--- src/rtl/alu_muldiv.sv ---
// RV32/RV64 I+M execute unit: single-cycle base ALU plus an iterative radix-2
// multiply/divide engine, behind a valid/ready issue handshake.
module alu_muldiv #(
  parameter int XLEN = 32,
  parameter int SHW  = $clog2(XLEN)
) (
  input  logic            clk,
  input  logic            rst,
  input  logic            in_valid,
  output logic            in_ready,
  input  logic [4:0]      op,
  input  logic [XLEN-1:0] a,
  input  logic [XLEN-1:0] b,
  input  logic            flush,
  output logic            out_valid,
  output logic [XLEN-1:0] res,
  output logic            zero,
  output logic            busy
);

  typedef enum logic [4:0] {
    OP_ADD    = 5'd0,
    OP_SUB    = 5'd1,
    OP_SLL    = 5'd2,
    OP_SLT    = 5'd3,
    OP_SLTU   = 5'd4,
    OP_XOR    = 5'd5,
    OP_SRL    = 5'd6,
    OP_SRA    = 5'd7,
    OP_OR     = 5'd8,
    OP_AND    = 5'd9,
    OP_MUL    = 5'd10,
    OP_MULH   = 5'd11,
    OP_MULHSU = 5'd12,
    OP_MULHU  = 5'd13,
    OP_DIV    = 5'd14,
    OP_DIVU   = 5'd15,
    OP_REM    = 5'd16,
    OP_REMU   = 5'd17
  } op_e;

  typedef enum logic [1:0] {
    S_IDLE,
    S_BUSY,
    S_DONE
  } state_e;

  localparam logic [XLEN-1:0] MOST_NEG = {1'b1, {(XLEN-1){1'b0}}};

  state_e            r_state;
  logic              r_in_ready;
  logic              r_out_valid;
  logic              r_busy;
  logic [XLEN-1:0]   r_res;
  logic              r_zero;
  logic [4:0]        r_op;
  logic              r_neg;
  logic [XLEN-1:0]   r_hi;
  logic [XLEN-1:0]   r_lo;
  logic [XLEN-1:0]   r_opnd;
  logic [SHW-1:0]    r_count;

  logic              w_accept;
  logic              w_is_mul;
  logic              w_is_div;
  logic              w_is_m;
  logic              w_a_signed;
  logic              w_b_signed;
  logic              w_a_neg;
  logic              w_b_neg;
  logic [XLEN-1:0]   w_a_mag;
  logic [XLEN-1:0]   w_b_mag;
  logic              w_div_zero;
  logic              w_div_ovf;
  logic              w_fast;
  logic [SHW-1:0]    w_shamt;
  logic [XLEN-1:0]   w_base_res;
  logic [XLEN-1:0]   w_fast_res;
  logic              w_r_is_mul;
  logic [XLEN:0]     w_sum;
  logic [XLEN:0]     w_rem_sh;
  logic [XLEN:0]     w_diff;
  logic              w_ge;
  logic [XLEN-1:0]   w_hi_nx;
  logic [XLEN-1:0]   w_lo_nx;
  logic [2*XLEN-1:0] w_prod;
  logic [2*XLEN-1:0] w_prod_fix;
  logic [XLEN-1:0]   w_final;
  logic [XLEN-1:0]   w_res_nx;

  // Flush in IDLE blocks acceptance even when in_valid is high.
  assign w_accept = in_valid & r_in_ready & ~flush;

  // ---------------------------------------------------------------------------
  // Issue-side decode, operand magnitudes and fast-path detection
  // ---------------------------------------------------------------------------
  assign w_is_mul   = (op == OP_MUL) | (op == OP_MULH) | (op == OP_MULHSU) | (op == OP_MULHU);
  assign w_is_div   = (op == OP_DIV) | (op == OP_DIVU) | (op == OP_REM) | (op == OP_REMU);
  assign w_is_m     = w_is_mul | w_is_div;
  assign w_a_signed = (op == OP_MULH) | (op == OP_MULHSU) | (op == OP_DIV) | (op == OP_REM);
  assign w_b_signed = (op == OP_MULH) | (op == OP_DIV) | (op == OP_REM);
  assign w_a_neg    = w_a_signed & a[XLEN-1];
  assign w_b_neg    = w_b_signed & b[XLEN-1];
  assign w_a_mag    = w_a_neg ? ('0 - a) : a;
  assign w_b_mag    = w_b_neg ? ('0 - b) : b;
  assign w_div_zero = w_is_div & (b == '0);
  assign w_div_ovf  = ((op == OP_DIV) | (op == OP_REM)) & (a == MOST_NEG) & (b == '1);
  assign w_fast     = w_div_zero | w_div_ovf;
  assign w_shamt    = b[SHW-1:0];

  // NOTE: every always_comb output gets a default first so no latch is inferred.
  always_comb begin
    w_base_res = '0;
    case (op)
      OP_ADD:  w_base_res = a + b;
      OP_SUB:  w_base_res = a - b;
      OP_SLL:  w_base_res = a << w_shamt;
      OP_SLT:  w_base_res = {{(XLEN-1){1'b0}}, ($signed(a) < $signed(b))};
      OP_SLTU: w_base_res = {{(XLEN-1){1'b0}}, (a < b)};
      OP_XOR:  w_base_res = a ^ b;
      OP_SRL:  w_base_res = a >> w_shamt;
      OP_SRA:  w_base_res = XLEN'($signed(a) >>> w_shamt);
      OP_OR:   w_base_res = a | b;
      OP_AND:  w_base_res = a & b;
      default: w_base_res = '0;
    endcase
  end

  always_comb begin
    w_fast_res = '0;
    if (w_div_zero) begin
      w_fast_res = ((op == OP_DIV) | (op == OP_DIVU)) ? '1 : a;
    end else if (w_div_ovf) begin
      w_fast_res = (op == OP_DIV) ? a : '0;
    end
  end

  // ---------------------------------------------------------------------------
  // One radix-2 step: shift-add for multiply, restoring subtract for divide.
  // Multiply keeps {r_hi, r_lo} as the growing product with the multiplier in
  // r_lo; divide keeps the partial remainder in r_hi and the dividend/quotient
  // shifting through r_lo.
  // ---------------------------------------------------------------------------
  assign w_r_is_mul = (r_op == OP_MUL) | (r_op == OP_MULH) |
                      (r_op == OP_MULHSU) | (r_op == OP_MULHU);
  assign w_sum      = {1'b0, r_hi} + (r_lo[0] ? {1'b0, r_opnd} : '0);
  assign w_rem_sh   = {r_hi, r_lo[XLEN-1]};
  assign w_diff     = w_rem_sh - {1'b0, r_opnd};
  assign w_ge       = ~w_diff[XLEN];

  always_comb begin
    if (w_r_is_mul) begin
      w_hi_nx = w_sum[XLEN:1];
      w_lo_nx = {w_sum[0], r_lo[XLEN-1:1]};
    end else begin
      w_hi_nx = w_ge ? w_diff[XLEN-1:0] : w_rem_sh[XLEN-1:0];
      w_lo_nx = {r_lo[XLEN-2:0], w_ge};
    end
  end

  // Sign fix-up is applied only once, on the step that completes the engine.
  assign w_prod     = {w_hi_nx, w_lo_nx};
  assign w_prod_fix = r_neg ? ('0 - w_prod) : w_prod;

  always_comb begin
    w_final = '0;
    case (r_op)
      OP_MUL:                         w_final = w_prod_fix[XLEN-1:0];
      OP_MULH, OP_MULHSU, OP_MULHU:   w_final = w_prod_fix[2*XLEN-1:XLEN];
      OP_DIV, OP_DIVU:                w_final = r_neg ? ('0 - w_lo_nx) : w_lo_nx;
      OP_REM, OP_REMU:                w_final = r_neg ? ('0 - w_hi_nx) : w_hi_nx;
      default:                        w_final = '0;
    endcase
  end

  assign w_res_nx = (r_state == S_BUSY) ? w_final :
                    (w_is_m ? w_fast_res : w_base_res);

  // ---------------------------------------------------------------------------
  // Control FSM with registered handshake outputs
  // ---------------------------------------------------------------------------
  // NOTE: state is updated with non-blocking assignments so every register
  // samples the pre-edge values of its neighbours.
  always_ff @(posedge clk or posedge rst) begin
    if (rst) begin
      r_state     <= S_IDLE;
      r_in_ready  <= 1'b1;
      r_out_valid <= 1'b0;
      r_busy      <= 1'b0;
      r_res       <= '0;
      r_zero      <= 1'b1;
      r_op        <= '0;
      r_neg       <= 1'b0;
      r_hi        <= '0;
      r_lo        <= '0;
      r_opnd      <= '0;
      r_count     <= '0;
    end else begin
      case (r_state)
        S_IDLE: begin
          if (w_accept) begin
            r_op       <= op;
            r_in_ready <= 1'b0;
            if (w_is_m && !w_fast) begin
              r_state <= S_BUSY;
              r_busy  <= 1'b1;
              r_neg   <= (op == OP_REM) ? w_a_neg : (w_a_neg ^ w_b_neg);
              r_hi    <= '0;
              r_lo    <= w_a_mag;
              r_opnd  <= w_b_mag;
              r_count <= SHW'(XLEN - 1);
            end else begin
              r_state     <= S_DONE;
              r_out_valid <= 1'b1;
              r_res       <= w_res_nx;
              r_zero      <= (w_res_nx == '0);
            end
          end
        end
        S_BUSY: begin
          if (flush) begin
            r_state    <= S_IDLE;
            r_busy     <= 1'b0;
            r_in_ready <= 1'b1;
          end else begin
            r_hi    <= w_hi_nx;
            r_lo    <= w_lo_nx;
            r_count <= r_count - 1'b1;
            if (r_count == '0) begin
              r_state     <= S_DONE;
              r_busy      <= 1'b0;
              r_out_valid <= 1'b1;
              r_res       <= w_res_nx;
              r_zero      <= (w_res_nx == '0);
            end
          end
        end
        S_DONE: begin
          r_state     <= S_IDLE;
          r_out_valid <= 1'b0;
          r_in_ready  <= 1'b1;
        end
        default: begin
          r_state     <= S_IDLE;
          r_out_valid <= 1'b0;
          r_busy      <= 1'b0;
          r_in_ready  <= 1'b1;
        end
      endcase
    end
  end

  // A flush arriving during the DONE cycle still suppresses the result pulse.
  assign out_valid = r_out_valid & ~flush;
  assign in_ready  = r_in_ready;
  assign busy      = r_busy;
  assign res       = r_res;
  assign zero      = r_zero;

endmodule

--- config.mk ---
export PLATFORM = sky130hd
export DESIGN_NAME = alu_muldiv
export DESIGN_NICKNAME = d
export VERILOG_FILES = /design/src/rtl/alu_muldiv.sv
export SDC_FILE = /design/constraint.sdc
export NUM_CORES = 1
export LEC_CHECK = 0
export CORE_MARGIN = 2
export CORE_UTILIZATION = 30
export CTS_CLUSTER_SIZE = 40
export DETAILED_ROUTE_END_ITERATION = 12
export PLACE_DENSITY_LB_ADDON = 0.08
export SYNTH_ARGS = -nofsm -noshare
export SYNTH_HDL_FRONTEND = slang
export SYNTH_SLANG_ARGS = --single-unit
--- constraint.sdc ---
create_clock -name clk -period 6.1 [get_ports clk]
set_input_delay 1.83 -clock clk [delete_from_list [all_inputs] [get_ports clk]]
set_output_delay 1.83 -clock clk [all_outputs]
set_load 0.01 [all_outputs]
* Yosys cells after proc, flatten, opt, wreduce, memory -nomap -nowiden
Index checks and enable logic that the tools add are counted.
Storage, ports and cells: register bits after elaboration 145, input bits 73, output and inout bits 36, word-level logic and storage cells 172
Cells by class: $add $sub $neg 10, magnitude comparators 2, equal/unequal tests 36, shift operators 3, muxes and demuxes 58, bitwise operators 32, reductions and logical operators 19
Operators by type and width (number):
- $mux 32 | 24
- $pmux 32 s10 | 1
- $pmux 32 s2 | 3
- $pmux 32 s4 | 1
- $sub 1x32->32 const A | 4
- $eq 5x4->1 const B | 14
- $eq 32x32->1 const B | 2
- $logic_not 32->1 | 2
- $lt 32x32->1 | 2
- $mux 64 | 1
- $sub 1x64->64 const A | 1
- $add 32x32->33 | 1
- $sub 33x32->33 | 1
- $add 32x32->32 | 1
- $and 32x32->32 | 1
- $or 32x32->32 | 1
- $shl 32x5->32 | 1
- $shr 32x5->32 | 1
- $sshr 32x5->32 | 1
- $sub 32x32->32 | 1
- $xor 32x32->32 | 1
- $eq 5x3->1 const B | 4
- $eq 5x5->1 const B | 4
- $or 1x1->1 | 17
- other kinds (29) | 70

* Longest topological paths before layout
Gate-level depths: netlist (run 1).
depth after elaboration 13, depth in mapped cells 28, mapped depth without buffers 28

* Worst setup path before layout (run 1)
OpenSTA, ideal clock, no wires.
kind input -> register, start point in b[2], end point reg r_zero, in the netlist zero, library setup time 0.097 ns, arrival time 7.251 ns, path slack -1.249 ns, stages on the path 23, cells stage by stage clkbuf_1 inv_1 clkbuf_1 buf_1 buf_1 clkbuf_1 ha_1 nor2b_1 o221ai_1 a31oi_1 a2111oi_0 a2111oi_0 o21bai_1 a21oi_1 nor2_1 o31a_1 o211ai_1 o2111ai_1 nor4_1 nand4_1 nor4_1 nand4_1 o41ai_2
Between the ends: word-level cells in the longest chain between the ends 10, elaborated cells between the ends (all ways) 30, classes of those cells add/sub (2); order compare (2); eq/ne (2); shift (3); mux (10); bitwise (6); reduce/logical (5)
RTL lines:
- from (decl) | RTL line 13 | input logic [XLEN-1:0] b,
- branches (longest 10 deep; another with $sub 32x32->32)
- to (signal assigned) | RTL line 216 | r_zero <= (w_res_nx == '0);
- to (signal assigned) | RTL line 234 | r_zero <= (w_res_nx == '0);
- to (decl) | RTL line 55 | logic r_zero;
Parallel ways; which one is timed is not known. The select of a mux whose other input is x is not followed. A chain may end at the register's enable or synchronous reset.

* Worst setup path in the final report (run 1)
start point in a[0], end point reg r_zero, in the netlist zero
Between the ends: word-level cells in the longest chain between the ends 11, elaborated cells between the ends (all ways) 31, classes of those cells add/sub (2); order compare (2); eq/ne (2); shift (3); mux (12); bitwise (6); reduce/logical (4)
RTL lines:
- from (decl) | RTL line 12 | input logic [XLEN-1:0] a,
- branches (longest 11 deep; another with $sub 32x32->32)
Parallel ways; which one is timed is not known. The select of a mux whose other input is x is not followed.

==> reports/qor.csv, run 1 <==
metric,value,unit
Required @ worst endpoint,6.47,ns
Tot GR Track Use,36.59,%
CTS Buffer Depth,2,
final worst slack,-0.2858,ns
unrepaired setup endpoints after global routing,yes,
CTS tree,built,
Worst-Skew Late Latency,0.49,ns
first-pass GRT wire length,218600,µm
pwr dens,302.2,mW/mm²
Layout fillers,8161,
"Clk pin slew, worst setup/hold paths",0.06,ns
max cap viols,0,
Slowest Stage Delay on Critical Path,0.43,ns
Placement Setup Slack,-1.349,ns
critical path class,in -> reg,
"most used cell, CP",buf_4,
Overflow after GRT,0,
# port buffers,108,
post-route insts no fill,5298,
Synth Area in Adders,9.110,%
Synth Area in Compound Gates,32.85,%
mux cell area share after synthesis,7.595,%
Mean Syn Cell Area,7.118,µm²
total CTS buffers,17,
fmax,0.1566,GHz
Worst Skew,0.02317,ns
synth unique cells,108,
drt wl/cell,28.91,µm
HPWL Detailed,127800,µm
CTS H-tree depth,4,
most frequent cells in the layout,"buf_4 (956), nor2_1 (370), nand2_1 (337)",
CTS Hold Bufs,0,
area of the multi-input gates,0.01934,mm²
violated checks,negative setup slack,
largest net degree at the start of global routing,87,
Inst Count DP,5254,
Post-Synth XOR/XNOR Area,5.777,%
largest family of logic cells by synthesized area,compound AO/OA/AOI/OAI gates,
IO Count,109,
layout cell share with drive strength beyond 1,28.61,%
final hold violations,0,
Final Wtd Congestion,1.045,
fraction of registers with async set/reset,100.0,%
CP Buf/Inv Count,6,
actual slew at the worst max-slew pin,1.117,ns
arrival time at the worst endpoint,6.76,ns
top_reg_cell synth,dfrtp_1,
Hold WS,0.4885,ns
Final Cycle Share,104.7,%
Mapped Area,0.02395,mm²
# rows,103,
Slew Limit Fails,0,
Initial Utilization,30.32,%
Final setup viols,1,
Final Net Count,4479,
number of global-route vias before repair,30620,
die footprint,0.08212,mm²
area of the core,0.07900,mm²
"most common cell after layout, fill and taps aside",buf_4,
startpoint types,input port,
P&R area growth vs syn,42.56,%
worst-path maximum fanout,5,
die width,286.6,µm
Peak VDD IR,0.2417,mV
crit path capture type,flop,
DRT Pass-1 Iters,6,
CP Cell Sequence,"clkdlybuf4s50_1, buf_4, ha_1, fa_1, a211oi_1, o311ai_1, a21oi_1, buf_4, o31ai_1, buf_4, a21oi_1, o21ai_1, buf_4, a221o_1, a21oi_2, buf_4, a21oi_1, a221oi_1, nand4_1, nor4_4, nand4_1, o41ai_2",
post-synthesis simple-gate area fraction,23.11,%
vias per cell,5.921,
Syn Inst Count,3365,
DRT antenna net count,0,
initial drt markers,2859,
Clock Sinks,145,
number of synthesized flops with an enable pin,0,
drt drc,0,
Root Buffer,clkbuf_16,
syn_nets,3610,
final wirelength,153200,µm
outcome,"finished, violations left",
Reg area,0.003632,mm²
initial antenna violation count,4,
worst hold-check path type,reg -> reg,
Vias,31370,
register bit total from synthesis,145,
final setup TNS,-0.2858,ns
Die Ht,286.6,µm
slew margin rel.,25.47,%
register area share after synthesis,15.16,%
P_leak,15.24,nW
YS warnings,0,
"CP delay by family, top",compound AO/OA/AOI/OAI gates,
slowest CP cell,clkdlybuf4s50_1,
total power,10.32,mW
crit path time final,6.386,ns
per-layer routing:
| metal | global-route usage, % | routed length, µm | up-vias |
|---|---|---|---|
| met3 | 4.308 | 9099 | 376 |
| li1 | - | - | 14220 |
| met4 | 25.98 | 12780 | 6 |
| met5 | 0 | 35 | - |
| met1 | 44.23 | 60700 | 15280 |
| met2 | 60.38 | 70570 | 1478 |
flip-flops by register name, summed over array words and instances, names as in the netlist:
| name | cells |
|---|---|
| zero | 1 |
| res | 32 |
| r_count | 5 |
| r_opnd | 32 |
| busy | 1 |
| r_lo | 32 |
| r_state | 2 |
| r_neg | 1 |
| in_ready | 1 |
| r_op | 5 |
| r_out_valid | 1 |
| r_hi | 32 |
repair_timing:
| item | 4_1_cts | 5_1_grt |
|---|---|---|
| endpoints found under the setup margin | 10 | 26 |
| pin swaps | 13 | 15 |
| buffers inserted | 4 | 8 |
| resized for setup | 27 | 67 |
kinds of logic after synthesis:
kind of cell | count (synthesis)
and+or+nand+nor | 1165
buffers and inverters | 395
AOI/OAI and AO/OA | 1191
adders and majority gates | 172
muxes | 139
DFF | 145
xor gates and xnor gates | 158
synth_stat cells (45+ instances only):
master	n	area, µm²
nor2_1	372	1396
nand2_1	339	1272
a21oi_1	313	1567
o21ai_0	277	1386
clkbuf_1	180	675.7
ha_1	168	2102
inv_1	156	585.6
dfrtp_1	143	3578
xnor2_1	116	1016
mux2i_1	85	850.8
nor3_1	72	360.4
nand3_1	63	315.3
a31oi_1	49	306.5
and2_1	48	300.3
a211oi_1	47	352.8
nand4_1	45	281.5
metrics by stage:
step / util (%) / instance area [µm²]
2_1_floorplan: - / 24020
3_3_place_gp: 41.77 / 33000
3_5_place_dp: 41.77 / 33000
4_1_cts: 42.75 / 33770
5_1_grt: 43.22 / 34140
6_report: 43.22 / 34150
path summary, 6_finish.rpt:
kind                          start         end  slack, ns  cells past startpoint
max                            a[0]        zero      -0.29                     22
min                          res[8]      res[8]       0.49                      1
max reg2reg                r_lo[31]        zero      -0.25                     32
min reg2reg                  res[8]      res[8]       0.49                      1
max in group asynchronous       rst        zero       3.35                      3
min in group asynchronous       rst  r_state[0]       1.79                      2
area by class of cell:
class | count | share of cell area, %
Antenna cell | 1 | 0.007328
Clock inverter | 13 | 0.4470
Multi-Input combinational cell | 2825 | 56.65
Inverter | 159 | 1.762
Clock buffer | 19 | 1.326
Sequential cell | 145 | 10.64
Tap cell | 1050 | 3.847
Timing Repair Buffer | 1086 | 25.32
report_power, final:
part	internal [mW]	switching, mW	leakage, nW
Combinational	3.22	4.36	13.1
Clock	0.630	0.495	0.292
Sequential	1.30	0.311	1.82
Note: power is estimated with default switching activity, not from simulation.
==> run 2: changes to the inputs <==
--- a/config.mk
+++ b/config.mk
@@ -7,6 +7,7 @@
 export LEC_CHECK = 0
 export CORE_MARGIN = 2
 export CORE_UTILIZATION = 30
+export CTS_CLUSTER_DIAMETER = 30
 export CTS_CLUSTER_SIZE = 40
 export DETAILED_ROUTE_END_ITERATION = 12
 export PLACE_DENSITY_LB_ADDON = 0.08
==> results of run 2 <==
Same layout as run 1: the final DEF is identical, and so are final timing and power.
==> RTL change (flow settings as in run 2) <==
Set the parameter `XLEN` to 16 (it was 32).
--- a/src/rtl/alu_muldiv.sv
+++ b/src/rtl/alu_muldiv.sv
@@ -1,7 +1,7 @@
 // RV32/RV64 I+M execute unit: single-cycle base ALU plus an iterative radix-2
 // multiply/divide engine, behind a valid/ready issue handshake.
 module alu_muldiv #(
-  parameter int XLEN = 32,
+  parameter int XLEN = 16,
   parameter int SHW  = $clog2(XLEN)
 ) (
   input  logic            clk,
Ports: changed (resized a, b and res); port bits go from 109 to 61. No check against the original RTL was run, so the function may have changed too.
==> RTL change against run 2 <==
Sequential cell count shrank 65; largest power group is now the clock network; sequential share of layout area grew 3.9 points; total power shrank 85%; first-iteration DRC count shrank 62%; highest routed layer is now met4; design area shrank 60%; routed wire length shrank 63%; synthesized cell count shrank 51%; setup slack gained 0.78 ns; synthesized area shrank 50%; clock skew shrank 0.013 ns.
==> RTL change: results (changes against run 2) <==
endpoint arrival time on the critical path 5.87 ns (was 6.76 ns); top post-synthesis cells by area sky130_fd_sc_hd__dfrtp_1 (16%), sky130_fd_sc_hd__ha_1 (9.1%), sky130_fd_sc_hd__a21oi_1 (6.2%) (was sky130_fd_sc_hd__dfrtp_1 (15%), sky130_fd_sc_hd__ha_1 (8.8%), sky130_fd_sc_hd__a21oi_1 (6.5%)); PostCTS Resize Cnt 0 (was 27); initial detailed-routing violation count 1098 (was 2859); top cell types by occurrence after synthesis sky130_fd_sc_hd__nor2_1 (178), sky130_fd_sc_hd__nand2_1 (154), sky130_fd_sc_hd__a21oi_1 (149) (was sky130_fd_sc_hd__nor2_1 (372), sky130_fd_sc_hd__nand2_1 (339), sky130_fd_sc_hd__a21oi_1 (313)); Crit path largest cell delay 0.54 ns (was 0.43 ns); result of the run finished clean (was finished, violations left); adder-cell share of the synthesized area 0.0976 (was 0.0911); total placed cells including tap cells 2218 (was 5254); routed length per instance 25.2 µm (was 28.9 µm); buffers inserted by post-CTS timing repair 0 (was 4); CTS Buf Count 9 (was 17); pin count of the biggest net entering global routing 54 (was 87); first-pass GRT wire length 84600 µm (was 219000 µm); clock insertion delay at the later pin of the skew report 0.36 ns (was 0.49 ns); fraction of met1 tracks used by global routing 0.345 (was 0.442); reg2reg setup slack 0.49 ns (was -0.25 ns); net count reported at finish 1836 (was 4479); transition time at the pin with the least slew margin 1.07 ns (was 1.12 ns); count of H-tree levels built during CTS 3 (was 4); final weighted congestion in routability-driven placement 1.01 (was 1.04); final setup skew 0.0105 ns (was 0.0232 ns); detailed-route vias per instance 5.95 (was 5.92); Critical Path Fanout Max 6 (was 5); crit path launch r_lo[15] (was a[0]); Pre-antenna DRT Iters 5 (was 6); via count of the first global-routing pass 13016 (was 30624); portion of the post-synthesis area used by sequential elements 0.167 (was 0.152); overall global routing resource usage 0.270 (was 0.366); Fmax achieved 178 MHz (was 157 MHz); instance area at placement 13500 µm² (was 33000 µm²); post-synthesis compound-gate area fraction 0.332 (was 0.329); routed wire length 56200 µm (was 153000 µm); Critical-path top delay cell sky130_fd_sc_hd__nor3_1 (was sky130_fd_sc_hd__clkdlybuf4s50_1); Synth top area share 0.163 (was 0.149); Pleak 5.74 nW (was 15.2 nW); IO buf count 60 (was 108); post-detailed-placement half-perimeter wirelength 45000 µm (was 128000 µm)
==> RTL change: cell types whose count changed after synthesis, sizes merged, moves of 45 or more <==
cell,before,now
o21ai,289,134
inv,156,82
nand2,342,155
ha,168,87
mux2i,85,40
a21oi,317,151
xnor2,116,48
dfrtp,143,78
clkbuf,180,79
nor2,374,179
==> RTL change: where the power goes <==
part | total (W) | internal (W) | switching (W)
clock network | 0.000546 | 0.000292 | 0.000254
registers | 0.000530 | 0.000530 | 0
logic | 0.000495 | 0.000176 | 0.000319
==> RTL change: routing by layer <==
metal / wire [µm] / share of wire
met1: 24000 / 0.43
met2: 26700 / 0.48
met3: 2510 / 0.045
met4: 2990 / 0.053
met5: 0 / 0
==> RTL change: area by class of cell <==
type                    count  area, µm²
clock buffers              10        239
multi-input cells        1374       9230
inverters                  84        317
well taps                 525        657
fillers                  4311      25700
clock inverters             6       50.0
repair buffers            155       1320
flip-flops and latches     80       2000
